$ cat config.mk
export PLATFORM = sky130hd
export DESIGN_NAME = phase_sequencer_flat
export DESIGN_NICKNAME = d
export VERILOG_FILES = /design/src/rtl/phase_sequencer_if.sv /design/src/rtl/phase_sequencer.sv /design/src/flat_wrapper.sv
export SDC_FILE = /design/constraint.sdc
export NUM_CORES = 1
export LEC_CHECK = 0
export BUFFER_PORTS_ARGS = -buffer_cell sky130_fd_sc_hd__buf_2
export CORE_UTILIZATION = 45
export CTS_CLUSTER_SIZE = 8
export DETAILED_ROUTE_END_ITERATION = 8
export PLACE_DENSITY_LB_ADDON = 0.25
export SLEW_MARGIN = 20
export SYNTH_ARGS = -nofsm -noshare
export SYNTH_HDL_FRONTEND = slang
export SYNTH_SLANG_ARGS = --single-unit
$ cat constraint.sdc
create_clock -name clk -period 1.8 [get_ports clk]
set_clock_uncertainty 0.1 [all_clocks]
set_input_delay 0.18 -clock clk [delete_from_list [all_inputs] [get_ports clk]]
set_output_delay 0.18 -clock clk [all_outputs]
set_load 0.01 [all_outputs]
$ cat src/rtl/phase_sequencer_if.sv
// phase_sequencer_if: groups the run control, decode inputs, memory handshake
// and phase-gated write enables of the SIMPLE core's phase sequencer.
// master = the sequencer itself, slave = the surrounding core/datapath.
interface phase_sequencer_if #(
    parameter int CNT_W = 16
);
    // Run control and decode from the controller
    logic             exec;
    logic             is_mem;
    logic             reg_write;
    logic             mem_write;
    logic             halt;
    logic             mem_ready;

    // Phase and gated enables back to the datapath
    logic [4:0]       phase;
    logic             ir_we;
    logic             pc_we;
    logic             rf_we;
    logic             dm_we;
    logic             dm_req;
    logic             running;
    logic             halted;
    logic [CNT_W-1:0] retired;

    modport master (
        input  exec, is_mem, reg_write, mem_write, halt, mem_ready,
        output phase, ir_we, pc_we, rf_we, dm_we, dm_req, running, halted, retired
    );

    modport slave (
        output exec, is_mem, reg_write, mem_write, halt, mem_ready,
        input  phase, ir_we, pc_we, rf_we, dm_we, dm_req, running, halted, retired
    );
endinterface

$ cat src/rtl/phase_sequencer.sv
// phase_sequencer: multi-cycle IF/ID/EX/MEM/WB sequencer for the SIMPLE core.
// Gates IR/PC/register-file/data-memory writes by phase, handles run/halt and
// data-memory wait states, and counts retired instructions.
// Optional feature macro: PHASE_SKIP_EN -- when defined, non-memory
// instructions go EX -> WB directly; otherwise every instruction visits MEM.
module phase_sequencer #(
    parameter int CNT_W = 16
) (
    input  logic                clk,
    input  logic                reset,
    phase_sequencer_if.master   bus
);
    typedef enum logic [2:0] {
        S_IDLE,
        S_IF,
        S_ID,
        S_EX,
        S_MEM,
        S_WB,
        S_HALT
    } state_t;

    state_t           state_reg;
    state_t           state_next;
    logic             mem_acc_reg;   // is_mem captured in EX: real LD/ST in MEM
    logic [4:0]       phase_reg;
    logic             ir_we_reg;
    logic             pc_we_reg;
    logic             dm_req_reg;
    logic             running_reg;
    logic             halted_reg;
    logic [CNT_W-1:0] retired_reg;
    logic             mem_acc_next;

    // One-hot phase code for a state; IDLE and HALT show no phase.
    function automatic logic [4:0] phase_onehot(input state_t s);
        case (s)
            S_IF:    phase_onehot = 5'b00001;
            S_ID:    phase_onehot = 5'b00010;
            S_EX:    phase_onehot = 5'b00100;
            S_MEM:   phase_onehot = 5'b01000;
            S_WB:    phase_onehot = 5'b10000;
            default: phase_onehot = 5'b00000;
        endcase
    endfunction

    // Next-state rules; decode inputs only matter from EX onwards.
    always_comb begin
        state_next = state_reg;
        case (state_reg)
            S_IDLE:  if (bus.exec) state_next = S_IF;
            S_HALT:  if (bus.exec) state_next = S_IF;
            S_IF:    state_next = S_ID;
            S_ID:    state_next = S_EX;
`ifdef PHASE_SKIP_EN
            S_EX:    state_next = bus.is_mem ? S_MEM : S_WB;
`else
            S_EX:    state_next = S_MEM;
`endif
            // Non-memory visits to MEM ignore mem_ready and last one cycle.
            S_MEM:   if (!mem_acc_reg || bus.mem_ready) state_next = S_WB;
            S_WB:    state_next = bus.halt ? S_HALT : S_IF;
            default: state_next = S_IDLE;
        endcase
    end

    // A memory request is live in MEM only for a decoded LD/ST.
    always_comb begin
        mem_acc_next = (state_reg == S_EX) ? bus.is_mem : mem_acc_reg;
    end

    // State register with outputs registered from the next state.
    always_ff @(posedge clk) begin
        if (reset) begin
            state_reg   <= S_IDLE;
            mem_acc_reg <= 1'b0;
            phase_reg   <= 5'b00000;
            ir_we_reg   <= 1'b0;
            pc_we_reg   <= 1'b0;
            dm_req_reg  <= 1'b0;
            running_reg <= 1'b0;
            halted_reg  <= 1'b0;
            retired_reg <= '0;
        end else begin
            state_reg   <= state_next;
            mem_acc_reg <= mem_acc_next;
            phase_reg   <= phase_onehot(state_next);
            ir_we_reg   <= (state_next == S_IF);
            pc_we_reg   <= (state_next == S_WB);
            dm_req_reg  <= (state_next == S_MEM) && mem_acc_next;
            running_reg <= (state_next != S_IDLE) && (state_next != S_HALT);
            halted_reg  <= (state_next == S_HALT);
            // Every WB retires an instruction, HLT included; wraps naturally.
            if (state_reg == S_WB) begin
                retired_reg <= retired_reg + 1'b1;
            end
        end
    end

    assign bus.phase   = phase_reg;
    assign bus.ir_we   = ir_we_reg;
    assign bus.pc_we   = pc_we_reg;
    assign bus.rf_we   = pc_we_reg & bus.reg_write;
    assign bus.dm_req  = dm_req_reg;
    assign bus.dm_we   = dm_req_reg & bus.mem_write;
    assign bus.running = running_reg;
    assign bus.halted  = halted_reg;
    assign bus.retired = retired_reg;
endmodule

$ cat src/flat_wrapper.sv
// flat-port wrapper written by rule: the top's interface ports become plain ports
module phase_sequencer_flat 
#(
    parameter int CNT_W = 16
)
  (clk, reset, bus_exec, bus_is_mem, bus_reg_write, bus_mem_write, bus_halt, bus_mem_ready, bus_phase, bus_ir_we, bus_pc_we, bus_rf_we, bus_dm_we, bus_dm_req, bus_running, bus_halted, bus_retired);
  phase_sequencer_if #(.CNT_W(CNT_W)) bus_i ();
  input  logic clk;
  input  logic reset;
  input wire logic [$bits(bus_i.exec)-1:0] bus_exec;
  input wire logic [$bits(bus_i.is_mem)-1:0] bus_is_mem;
  input wire logic [$bits(bus_i.reg_write)-1:0] bus_reg_write;
  input wire logic [$bits(bus_i.mem_write)-1:0] bus_mem_write;
  input wire logic [$bits(bus_i.halt)-1:0] bus_halt;
  input wire logic [$bits(bus_i.mem_ready)-1:0] bus_mem_ready;
  output wire logic [$bits(bus_i.phase)-1:0] bus_phase;
  output wire logic [$bits(bus_i.ir_we)-1:0] bus_ir_we;
  output wire logic [$bits(bus_i.pc_we)-1:0] bus_pc_we;
  output wire logic [$bits(bus_i.rf_we)-1:0] bus_rf_we;
  output wire logic [$bits(bus_i.dm_we)-1:0] bus_dm_we;
  output wire logic [$bits(bus_i.dm_req)-1:0] bus_dm_req;
  output wire logic [$bits(bus_i.running)-1:0] bus_running;
  output wire logic [$bits(bus_i.halted)-1:0] bus_halted;
  output wire logic [$bits(bus_i.retired)-1:0] bus_retired;
  assign bus_i.exec = bus_exec;
  assign bus_i.is_mem = bus_is_mem;
  assign bus_i.reg_write = bus_reg_write;
  assign bus_i.mem_write = bus_mem_write;
  assign bus_i.halt = bus_halt;
  assign bus_i.mem_ready = bus_mem_ready;
  assign bus_phase = bus_i.phase;
  assign bus_ir_we = bus_i.ir_we;
  assign bus_pc_we = bus_i.pc_we;
  assign bus_rf_we = bus_i.rf_we;
  assign bus_dm_we = bus_i.dm_we;
  assign bus_dm_req = bus_i.dm_req;
  assign bus_running = bus_i.running;
  assign bus_halted = bus_i.halted;
  assign bus_retired = bus_i.retired;
  phase_sequencer #(.CNT_W(CNT_W)) u_core (.clk(clk), .reset(reset), .bus(bus_i));
endmodule
==> results.sh, run 1 <==
export IMPL_synthTopCellsByCount="dfxtp_1 (28), nor2_1 (18), a21oi_1 (9), nor2b_1 (6)"
export IMPL_worst_ep_arrival_time_ns=1.91
export IMPL_finalWirelength_um=2630
export IMPL_dp_cells=207
export IMPL_die_area_um2=3000
export IMPL_synth_area_leaders="dfxtp_1 (45%), nor2_1 (5.4%), a21oi_1 (3.6%)"
export IMPL_fp_dieW_um=54.8
export IMPL_syn_avg_cell_area_um2=8.95
export IMPL_grt_pass1_vias=1001
export IMPL_ios=36
export IMPL_fp_row_count=18
export IMPL_grt_pass1_wl_um=4200
export IMPL_drc=0
export IMPL_worst_slack_ns=0.0519
export IMPL_layout_drive_gt1_share_pct=34.8
export IMPL_seqPwrFrac_pct=59.4
export IMPL_worst_path_buf_inv=0
export IMPL_initial_utilization_pct=49.2
export IMPL_cts_sinks=28
export IMPL_p_comb_share_pct=13.0
export IMPL_final_cells=211
export IMPL_n_fill_cell=238
export IMPL_status="completed"
export IMPL_chipHeight_um=54.8
export IMPL_synth_top_area_cell="dfxtp_1"
export IMPL_wl_per_cell_um=12.5
export IMPL_clk_latency_ns=0.32
export IMPL_drv_slew=0
export IMPL_crit_path_cell_trace="nand3b_4, or4_4, or3_1, a21oi_1"
export IMPL_holdCritPathClass="in2reg"
export IMPL_antenna_found_initial=0
export IMPL_worst_pin_slew_ns=0.486
export IMPL_irDropWorstVdd_mv=0.426
export IMPL_cts_max_level=1
export IMPL_drt_iter0_markers=11
export IMPL_core_um2=2540
export IMPL_synth_edf_count=0
export IMPL_grt_max_degree=29
export IMPL_hold_buffers=0
export IMPL_slowest_stage="or4_4"
export IMPL_p_switching_uw=267
export IMPL_critPathMaxFanout=7
export IMPL_yosysMostFrequentCell="dfxtp_1"
export IMPL_synth_top_area_share_pct=44.8
export IMPL_vias=1148
export IMPL_critical_path_class="reg2reg"
export IMPL_synth_cells=140
export IMPL_path_clk_slew_ns=0.14
export IMPL_worstSetupEndpointType="flop"
export IMPL_antenna_cells=0
export IMPL_grt_ovfl_total=0
export IMPL_cp_required_ns=1.96
export IMPL_synth_cell_area_um2=1250
export IMPL_postCtsSetupBuffers=0
export IMPL_p_leak_uw=0.000756
export IMPL_ys_seq_area_share_pct=44.8
export IMPL_final_nets=191
export IMPL_pwr_share_clk_pct=27.6
export IMPL_internal_power_uw=825
export IMPL_critPathMaxStageDelay_ns=0.57
export IMPL_largest_reg_flops=16
export IMPL_clockBufferDepth=2
export IMPL_cts_tree="yes"
export IMPL_yosysUniqueCellTypes=42
export IMPL_ant_nets=0
export IMPL_io_buffer_count=35
export IMPL_synth_async_reset_ratio_pct=0
export IMPL_path_delay_family="simple AND/OR/NAND/NOR gates"
export IMPL_maxSlewHeadroom_pct=67.6
export IMPL_grt_use_total_pct=19.7
export IMPL_root_buffer="clkbuf_4"
export IMPL_fin_setup_tns_ns=0
export IMPL_ys_seq_elements=28
export IMPL_cts_buffers=3
export IMPL_hold_viol_final=0
export IMPL_p_sw_share_pct=24.4
export IMPL_finalCritPeriodShare_pct=97.1
export IMPL_drtPass1Iterations=4
export IMPL_layout_min_cycle_time_ns=1.75
export IMPL_timing_fmax_mhz=572
export IMPL_cap_viol_max_count=0
export IMPL_start_kind="flop"
export IMPL_power_density_nw_per_um2=696
export IMPL_area_delta_synth_final_pct=25.3
export IMPL_synth_nets=149
export IMPL_place_congestion=0.800
export IMPL_setup_violations_final=0
export IMPL_dpl_worst_slack_ns=-0.0178
export IMPL_routed_via_density=5.44
export IMPL_place_hpwl_um=1870
export IMPL_yosysWarningCount=0
export IMPL_ys_flop_type="dfxtp_1"
power groups by stage:
| stage | sequential, µW | clock [µW] | combinational (µW) |
|---|---|---|---|
| finish | 649 | 302 | 142 |
| global route | 651 | 339 | 157 |
| CTS | 649 | 307 | 140 |
| detailed placement | 662 | 0 | 140 |
| global placement | 661 | 0 | 137 |
| floorplan | 669 | 0 | 91.6 |
layout make-up:
| cell class | count | area [µm²] | area share, % |
|---|---|---|---|
| clock buffers | 4 | 36.3 | 2.31 |
| inverters | 4 | 15.0 | 0.957 |
| multi-input cells | 99 | 658 | 41.9 |
| flip-flops and latches | 28 | 564 | 36.0 |
| well taps | 30 | 37.5 | 2.39 |
| repair buffers | 46 | 258 | 16.4 |
worst reg2reg max path, cell delays in order, from the launching register on:
cell and delay [ns]:
dfxtp_1 0.42, nand3b_4 0.11, or4_4 0.57, or3_1 0.33
a21oi_1 0.16
routing by layer:
layer / global-route usage [%] / up-vias / share of wire (%)
li1: - / 569 / -
met1: 25.3 / 542 / 47
met2: 31.3 / 30 / 47
met3: 3.89 / 7 / 4.7
met4: 9.40 / 0 / 1.6
met5: 0 / - / 0
metrics by stage:
step	utilization (%)	cell area (µm²)	hold slack (ns)	total power [µW]
3_3_place_gp	59.4	1510	0.347	798
4_1_cts	61.0	1550	0.0182	1100
2_1_floorplan	-	1260	0.244	760
6_report	61.7	1570	0.0208	1090
5_1_grt	61.7	1570	0.0510	1150
3_5_place_dp	59.4	1510	0.370	802
layout by cell type, fill, tap and decap left out, types with 6 or more instances in the layout:
cell	instances
buf_4	11
buf_2	35
nor2_1	18
dfxtp_1	25
a21oi_1	9
nor2b_1	6
timing repair:
action,4_1_cts,5_1_grt
endpoints found under the setup margin,3,6
pin swaps,0,0
gates resized for setup,1,5
cell families (layout without fill, tap and decap cells):
logic type	Yosys count	after routing	synth area share, %
adders and majority gates	1	1	0.999
buffers and inverters	13	54	4.59
DFF	28	28	44.8
and+or+nand+nor	62	62	28.2
xor gates and xnor gates	8	8	5.59
AOI/OAI and AO/OA	23	23	11.6
muxes	5	5	4.30
worst paths after layout:
path	from	endpoint	slack [ns]	cells after the start
min reg2reg	u_core.bus.retired[14]	u_core.bus.retired[14]	0.43	2
max reg2reg	u_core.state_reg[0]	u_core.bus.retired[12]	0.05	4
max	u_core.state_reg[0]	u_core.bus.retired[12]	0.05	4
min	bus_is_mem	u_core.mem_acc_reg	0.02	3
Note: power is estimated with default switching activity, not from simulation.
==> run 2, diff against run 1 <==
--- a/config.mk
+++ b/config.mk
@@ -6,10 +6,12 @@
 export NUM_CORES = 1
 export LEC_CHECK = 0
 export BUFFER_PORTS_ARGS = -buffer_cell sky130_fd_sc_hd__buf_2
-export CORE_UTILIZATION = 45
+export CORE_UTILIZATION = 40
 export CTS_CLUSTER_SIZE = 8
 export DETAILED_ROUTE_END_ITERATION = 8
+export HOLD_SLACK_MARGIN = 0.08
 export PLACE_DENSITY_LB_ADDON = 0.25
+export SETUP_SLACK_MARGIN = 0.4
 export SLEW_MARGIN = 20
 export SYNTH_ARGS = -nofsm -noshare
 export SYNTH_HDL_FRONTEND = slang
==> run 2 against run 1 <==
  * The run now ends with DRC left
  * Non-clock buffer count increased by 20
  * Die area rose by 12%
  * First-iteration DRC count increased by 110%
  * Hold slack better by 0.13 ns
  * Power rose by 7.1%
  * Clock-buffer cell count is the same
  * Wire length grew 13%
  * Global-route usage shrank 1.9 points
  * Worst setup slack improved by 0.023 ns
  * Critical path type unchanged
  * Critical endpoint is now u_core.bus.retired[15]
==> results.sh, run 2 (synthesis results as in run 1) <==
export IMPL_cts_buffers=3
export IMPL_status="finished with violations"
export IMPL_r2r_end="u_core.bus.retired[15]"
export IMPL_cts_tree="yes"
export IMPL_finalWirelength_um=2970
export IMPL_top_usage_layer="met2"
export IMPL_cp_common_cell="buf_4"
export IMPL_antenna_found_initial=0
export IMPL_vias=1214
export IMPL_fin_util_pct=67.1
export IMPL_rsz0062_at_grt="yes"
export IMPL_start_kind="flop"
export IMPL_drtPass1Iterations=8
export IMPL_worst_pin_slew_ns=0.506
export IMPL_grt_max_degree=29
export IMPL_fp_dieW_um=58.0
export IMPL_hold_path_startpoint="bus_halt"
export IMPL_root_buffer="clkbuf_4"
export IMPL_rr_worst_depth=6
export IMPL_clockBufferDepth=2
export IMPL_crit_end="u_core.bus.retired[15]"
export IMPL_drt_iter0_markers=23
export IMPL_worstSetupEndpointType="flop"
export IMPL_area_delta_synth_final_pct=52.7
export IMPL_core_um2=2850
export IMPL_timing_rr_start="u_core.bus.retired[0]"
export IMPL_cts_sinks=28
export IMPL_fin_hold_ws_ns=0.147
export IMPL_slowest_stage="dfxtp_4"
export IMPL_place_congestion=0.793
export IMPL_maxSlewHeadroom_pct=66.3
export IMPL_die_area_um2=3360
export IMPL_crit_path_cell_trace="buf_4, nand3_4, nor4_4, buf_4, nor3b_4, mux2_4"
export IMPL_most_common_layout_cells="buf_2 (35), buf_4 (22), nor2_1 (18), dfxtp_1 (18), buf_6 (7)"
export IMPL_worst_ep_arrival_time_ns=1.86
export IMPL_met3_usage_pct=2.68
export IMPL_drv_slew=0
export IMPL_clk_latency_ns=0.33
export IMPL_critPathMaxFanout=3
export IMPL_layout_min_cycle_time_ns=1.72
export IMPL_timing_fmax_mhz=580
export IMPL_fp_row_count=19
export IMPL_grt_use_total_pct=17.8
export IMPL_cap_viol_max_count=0
export IMPL_final_nets=211
export IMPL_drc=3
export IMPL_irDropWorstVdd_mv=0.293
export IMPL_antenna_cells=0
export IMPL_io_buffer_count=35
export IMPL_ant_nets=0
export IMPL_p_leak_uw=0.000916
export IMPL_chipHeight_um=58.0
export IMPL_critPathMaxStageDelay_ns=0.39
export IMPL_largest_reg_flops=16
export IMPL_grtUsageMet2_pct=33.7
export IMPL_initial_utilization_pct=43.9
export IMPL_ios=36
export IMPL_cts_max_level=1
export IMPL_path_clk_slew_ns=0.15
export IMPL_cp_required_ns=1.93
export IMPL_routed_via_density=5.23
export IMPL_grt_pass1_vias=1082
export IMPL_finalCritPeriodShare_pct=95.8
export IMPL_fin_setup_tns_ns=0
export IMPL_gr_usage_met1_pct=20.2
export IMPL_power_density_nw_per_um2=612
export IMPL_violations="DRC"
export IMPL_reg2reg_slack_ns=0.08
export IMPL_hold_viol_final=0
export IMPL_critical_path_class="reg2reg"
export IMPL_grt_pass1_wl_um=4630
export IMPL_grt_ovfl_total=0
export IMPL_final_common_cell="buf_2"
export IMPL_place_hpwl_um=1900
export IMPL_holdCritPathClass="in2reg"
export IMPL_wl_per_cell_um=12.8
export IMPL_critical_path_startpoint="u_core.bus.retired[0]"
export IMPL_layout_drive_gt1_share_pct=54.2
export IMPL_setup_violations_final=0
-- run 2: report_power, final --
| part | switching (µW) | total, µW | leakage [µW] | internal (µW) |
|---|---|---|---|---|
| Clock | 185 | 309 | 0.0000210 | 124 |
| Combinational | 105 | 216 | 0.000662 | 111 |
| Sequential | 11.7 | 645 | 0.000233 | 633 |
-- run 2: per-stage QoR --
stage	worst slack, ns	std cells	area, µm²	total power [µW]
floorplan	0.0837	140	1310	756
global placement	0.0947	203	1520	794
detailed placement	0.0253	203	1520	798
CTS	0.0874	223	1750	1130
global route	0.00967	232	1910	1220
finish	0.0751	232	1910	1170
-- run 2: area by class of cell --
type | instances | area (µm²)
Fill cell | 235 | 940
Multi-Input combinational cell | 99 | 793
Sequential cell | 28 | 586
Timing Repair Buffer | 66 | 444
Tap cell | 31 | 38.8
Clock buffer | 4 | 36.3
Inverter | 4 | 15.0
-- run 2: how the worst min path moves through the flow --
stage                         end  slack (ns)  depth (start not counted)
2_1_floorplan  u_core.mem_acc_reg        0.24                          2
3_3_place_gp   u_core.mem_acc_reg        0.35                          3
3_5_place_dp   u_core.mem_acc_reg        0.37                          3
4_1_cts        u_core.bus.running        0.16                          3
5_1_grt        u_core.bus.running        0.13                          3
6_report       u_core.bus.running        0.15                          3
-- run 2: routing by layer --
metal  up-vias  part of all wire [%]
li1        612                     -
met1       567                    45
met2        31                    50
met3         4                   3.7
met5         -                     0
met4         0                   1.2
-- run 2: critical path, delay by kind of cell, from the launching register on --
kind,cells,cell delay (ns)
and+or+nand+nor,3,0.51
DFF,1,0.39
muxes,1,0.31
buffers and inverters,2,0.30
-- run 2: what timing repair did --
item	in CTS	in global routing
hold endpoints to repair	1	0
setup endpoints to repair	16	21
buffers inserted	15	9
pin swaps	6	8
hold buffers	1	0
gates resized for setup	15	25
==> run 3, diff against run 2 <==
--- a/config.mk
+++ b/config.mk
@@ -7,6 +7,7 @@
 export LEC_CHECK = 0
 export BUFFER_PORTS_ARGS = -buffer_cell sky130_fd_sc_hd__buf_2
 export CORE_UTILIZATION = 40
+export CTS_BUF_LIST = sky130_fd_sc_hd__clkbuf_8
 export CTS_CLUSTER_SIZE = 8
 export DETAILED_ROUTE_END_ITERATION = 8
 export HOLD_SLACK_MARGIN = 0.08
==> run 3 against run 2 <==
  * The flow still finishes with violations (DRC)
  * Clock-buffer cell count did not move
  * Combinational power fell by 15%
  * First-iteration DRC count fell by 43%
  * Final area fell by 4.1%
  * Wire length fell by 2.4%
  * Core utilization fell by 2.7 points
  * Via count fell by 2.6%
  * Die area did not move
  * Critical endpoint unchanged
  * Largest cell class unchanged
==> results.sh, run 3 (synthesis results as in run 1) <==
export IMPL_drv_slew=0
export IMPL_path_clk_slew_ns=0.09
export IMPL_finalPower_uw=1210
export IMPL_crit_path_cell_trace="buf_4, nand3_4, nor4_4, buf_4, nor3b_4, mux2_4"
export IMPL_timing_fmax_mhz=584
export IMPL_cap_viol_max_count=0
export IMPL_critical_path_class="reg2reg"
export IMPL_p_switching_uw=297
export IMPL_finalWirelength_um=2900
export IMPL_place_congestion=0.793
export IMPL_cts_buffers=3
export IMPL_fin_setup_tns_ns=0
export IMPL_final_nets=204
export IMPL_place_hpwl_um=1900
export IMPL_vias=1183
export IMPL_grt_pass1_wl_um=4720
export IMPL_holdCritPathClass="in2reg"
export IMPL_n_fill_cell=250
export IMPL_drtPass1Iterations=7
export IMPL_worstSetupEndpointType="flop"
export IMPL_worst_pin_slew_ns=0.497
export IMPL_pwr_share_clk_pct=31.7
export IMPL_cp_common_cell="buf_4"
export IMPL_hold_viol_final=0
export IMPL_seqPwrFrac_pct=53.1
export IMPL_finalCritPeriodShare_pct=95.1
export IMPL_layout_min_cycle_time_ns=1.71
export IMPL_hold_end="u_core.mem_acc_reg"
export IMPL_irDropWorstVdd_mv=0.422
export IMPL_antenna_cells=0
export IMPL_cp_required_ns=1.86
export IMPL_final_common_cell="buf_2"
export IMPL_drc=3
export IMPL_grt_ovfl_total=0
export IMPL_start_kind="flop"
export IMPL_wl_per_cell_um=12.9
export IMPL_min_path_cells=3
export IMPL_chipHeight_um=58.0
export IMPL_status="finished with violations"
export IMPL_met3_usage_pct=2.68
export IMPL_cts_sinks=28
export IMPL_reg2reg_slack_ns=0.09
export IMPL_grtUsageMet2_pct=34.0
export IMPL_clk_latency_ns=0.27
export IMPL_io_buffer_count=35
export IMPL_grt_max_degree=29
export IMPL_r2r_end="u_core.bus.retired[15]"
export IMPL_critPathMaxStageDelay_ns=0.37
export IMPL_cts_tree="yes"
export IMPL_fin_area_um2=1840
export IMPL_initial_utilization_pct=43.9
export IMPL_most_common_layout_cells="buf_2 (35), buf_4 (20), nor2_1 (18), dfxtp_1 (18), a21oi_1 (7)"
export IMPL_slowest_stage="dfxtp_4"
export IMPL_p_sw_share_pct=24.5
export IMPL_p_leak_uw=0.000888
export IMPL_worst_ep_arrival_time_ns=1.78
export IMPL_ant_nets=0
export IMPL_fin_util_pct=64.3
export IMPL_maxSlewHeadroom_pct=66.9
export IMPL_gr_usage_met1_pct=21.3
export IMPL_hold_path_startpoint="bus_is_mem"
export IMPL_setup_violations_final=0
export IMPL_internal_power_uw=917
export IMPL_layout_drive_gt1_share_pct=50.5
export IMPL_grt_use_total_pct=17.9
export IMPL_core_um2=2850
export IMPL_cts_max_level=1
export IMPL_routed_via_density=5.26
export IMPL_fp_row_count=19
export IMPL_clockBufferDepth=2
export IMPL_top_usage_layer="met2"
export IMPL_violations="DRC"
export IMPL_rsz0062_at_grt="yes"
export IMPL_critPathMaxFanout=3
export IMPL_antenna_found_initial=0
export IMPL_largest_reg_flops=16
export IMPL_die_area_um2=3360
export IMPL_area_delta_synth_final_pct=46.6
export IMPL_dpl_instance_area_um2=1520
export IMPL_ios=36
export IMPL_root_buffer="clkbuf_8"
export IMPL_rr_worst_depth=6
export IMPL_final_cells=225
export IMPL_dp_cells=203
export IMPL_power_density_nw_per_um2=661
export IMPL_fp_dieW_um=58.0
export IMPL_drt_iter0_markers=13
export IMPL_timing_rr_start="u_core.bus.retired[0]"
export IMPL_p_comb_share_pct=15.2
export IMPL_grt_pass1_vias=1083
-- run 3: worst max-delay path, delay by kind of cell (launching register included) --
family,cells,cell delay [ns]
DFF,1,0.37
buffers and inverters,2,0.31
muxes,1,0.31
and+or+nand+nor,3,0.52
-- run 3: worst max path at each step --
stage / startpoint / to / slack, ns / depth (start not counted)
floorplan: u_core.state_reg[1] / u_core.bus.retired[10] / 0.08 / 5
global placement: u_core.bus.retired[0] / u_core.bus.retired[12] / 0.09 / 5
global route: u_core.bus.retired[0] / u_core.bus.retired[12] / 0.02 / 5
CTS: u_core.bus.retired[4] / u_core.bus.retired[15] / 0.09 / 4
finish: u_core.bus.retired[0] / u_core.bus.retired[15] / 0.09 / 6
detailed placement: u_core.bus.retired[0] / u_core.bus.retired[12] / 0.03 / 5
-- run 3: timing repair --
action	CTS	global route
buffers inserted	15	3
endpoints found under the hold margin	0	0
resized for setup	15	14
setup endpoints to repair	16	21
pin swaps	6	5
hold buffers	0	0
-- run 3: stage by stage --
step / setup slack [ns] / hold WS (ns)
after detailed placement: 0.0253 / 0.371
after floorplan: 0.0837 / 0.244
after global routing: 0.0206 / 0.0977
final: 0.0873 / 0.0898
after CTS: 0.0926 / 0.0913
after global placement: 0.0947 / 0.345
-- run 3: cell type report --
| type | instances | area (µm²) | share of cell area, % |
|---|---|---|---|
| well taps | 31 | 38.8 | 2.11 |
| flip-flops and latches | 28 | 586 | 31.9 |
| repair buffers | 59 | 370 | 20.2 |
| clock buffers | 4 | 55.1 | 3.00 |
| multi-input cells | 99 | 771 | 42.0 |
| inverters | 4 | 15.0 | 0.818 |
-- run 3: routing by layer --
| layer | up-vias | part of all wire, % |
|---|---|---|
| met2 | 26 | 53 |
| met4 | 0 | 0.52 |
| li1 | 598 | - |
| met3 | 2 | 3.2 |
| met1 | 557 | 44 |
| met5 | - | 0 |
-- run 3: power by group through the flow --
| stage | Combinational (µW) | Sequential, µW | Clock, µW |
|---|---|---|---|
| final | 184 | 644 | 385 |
| after detailed placement | 141 | 658 | 0 |
| after global routing | 199 | 646 | 413 |
| after CTS | 173 | 644 | 389 |
| after global placement | 138 | 656 | 0 |
| after floorplan | 92.1 | 664 | 0 |
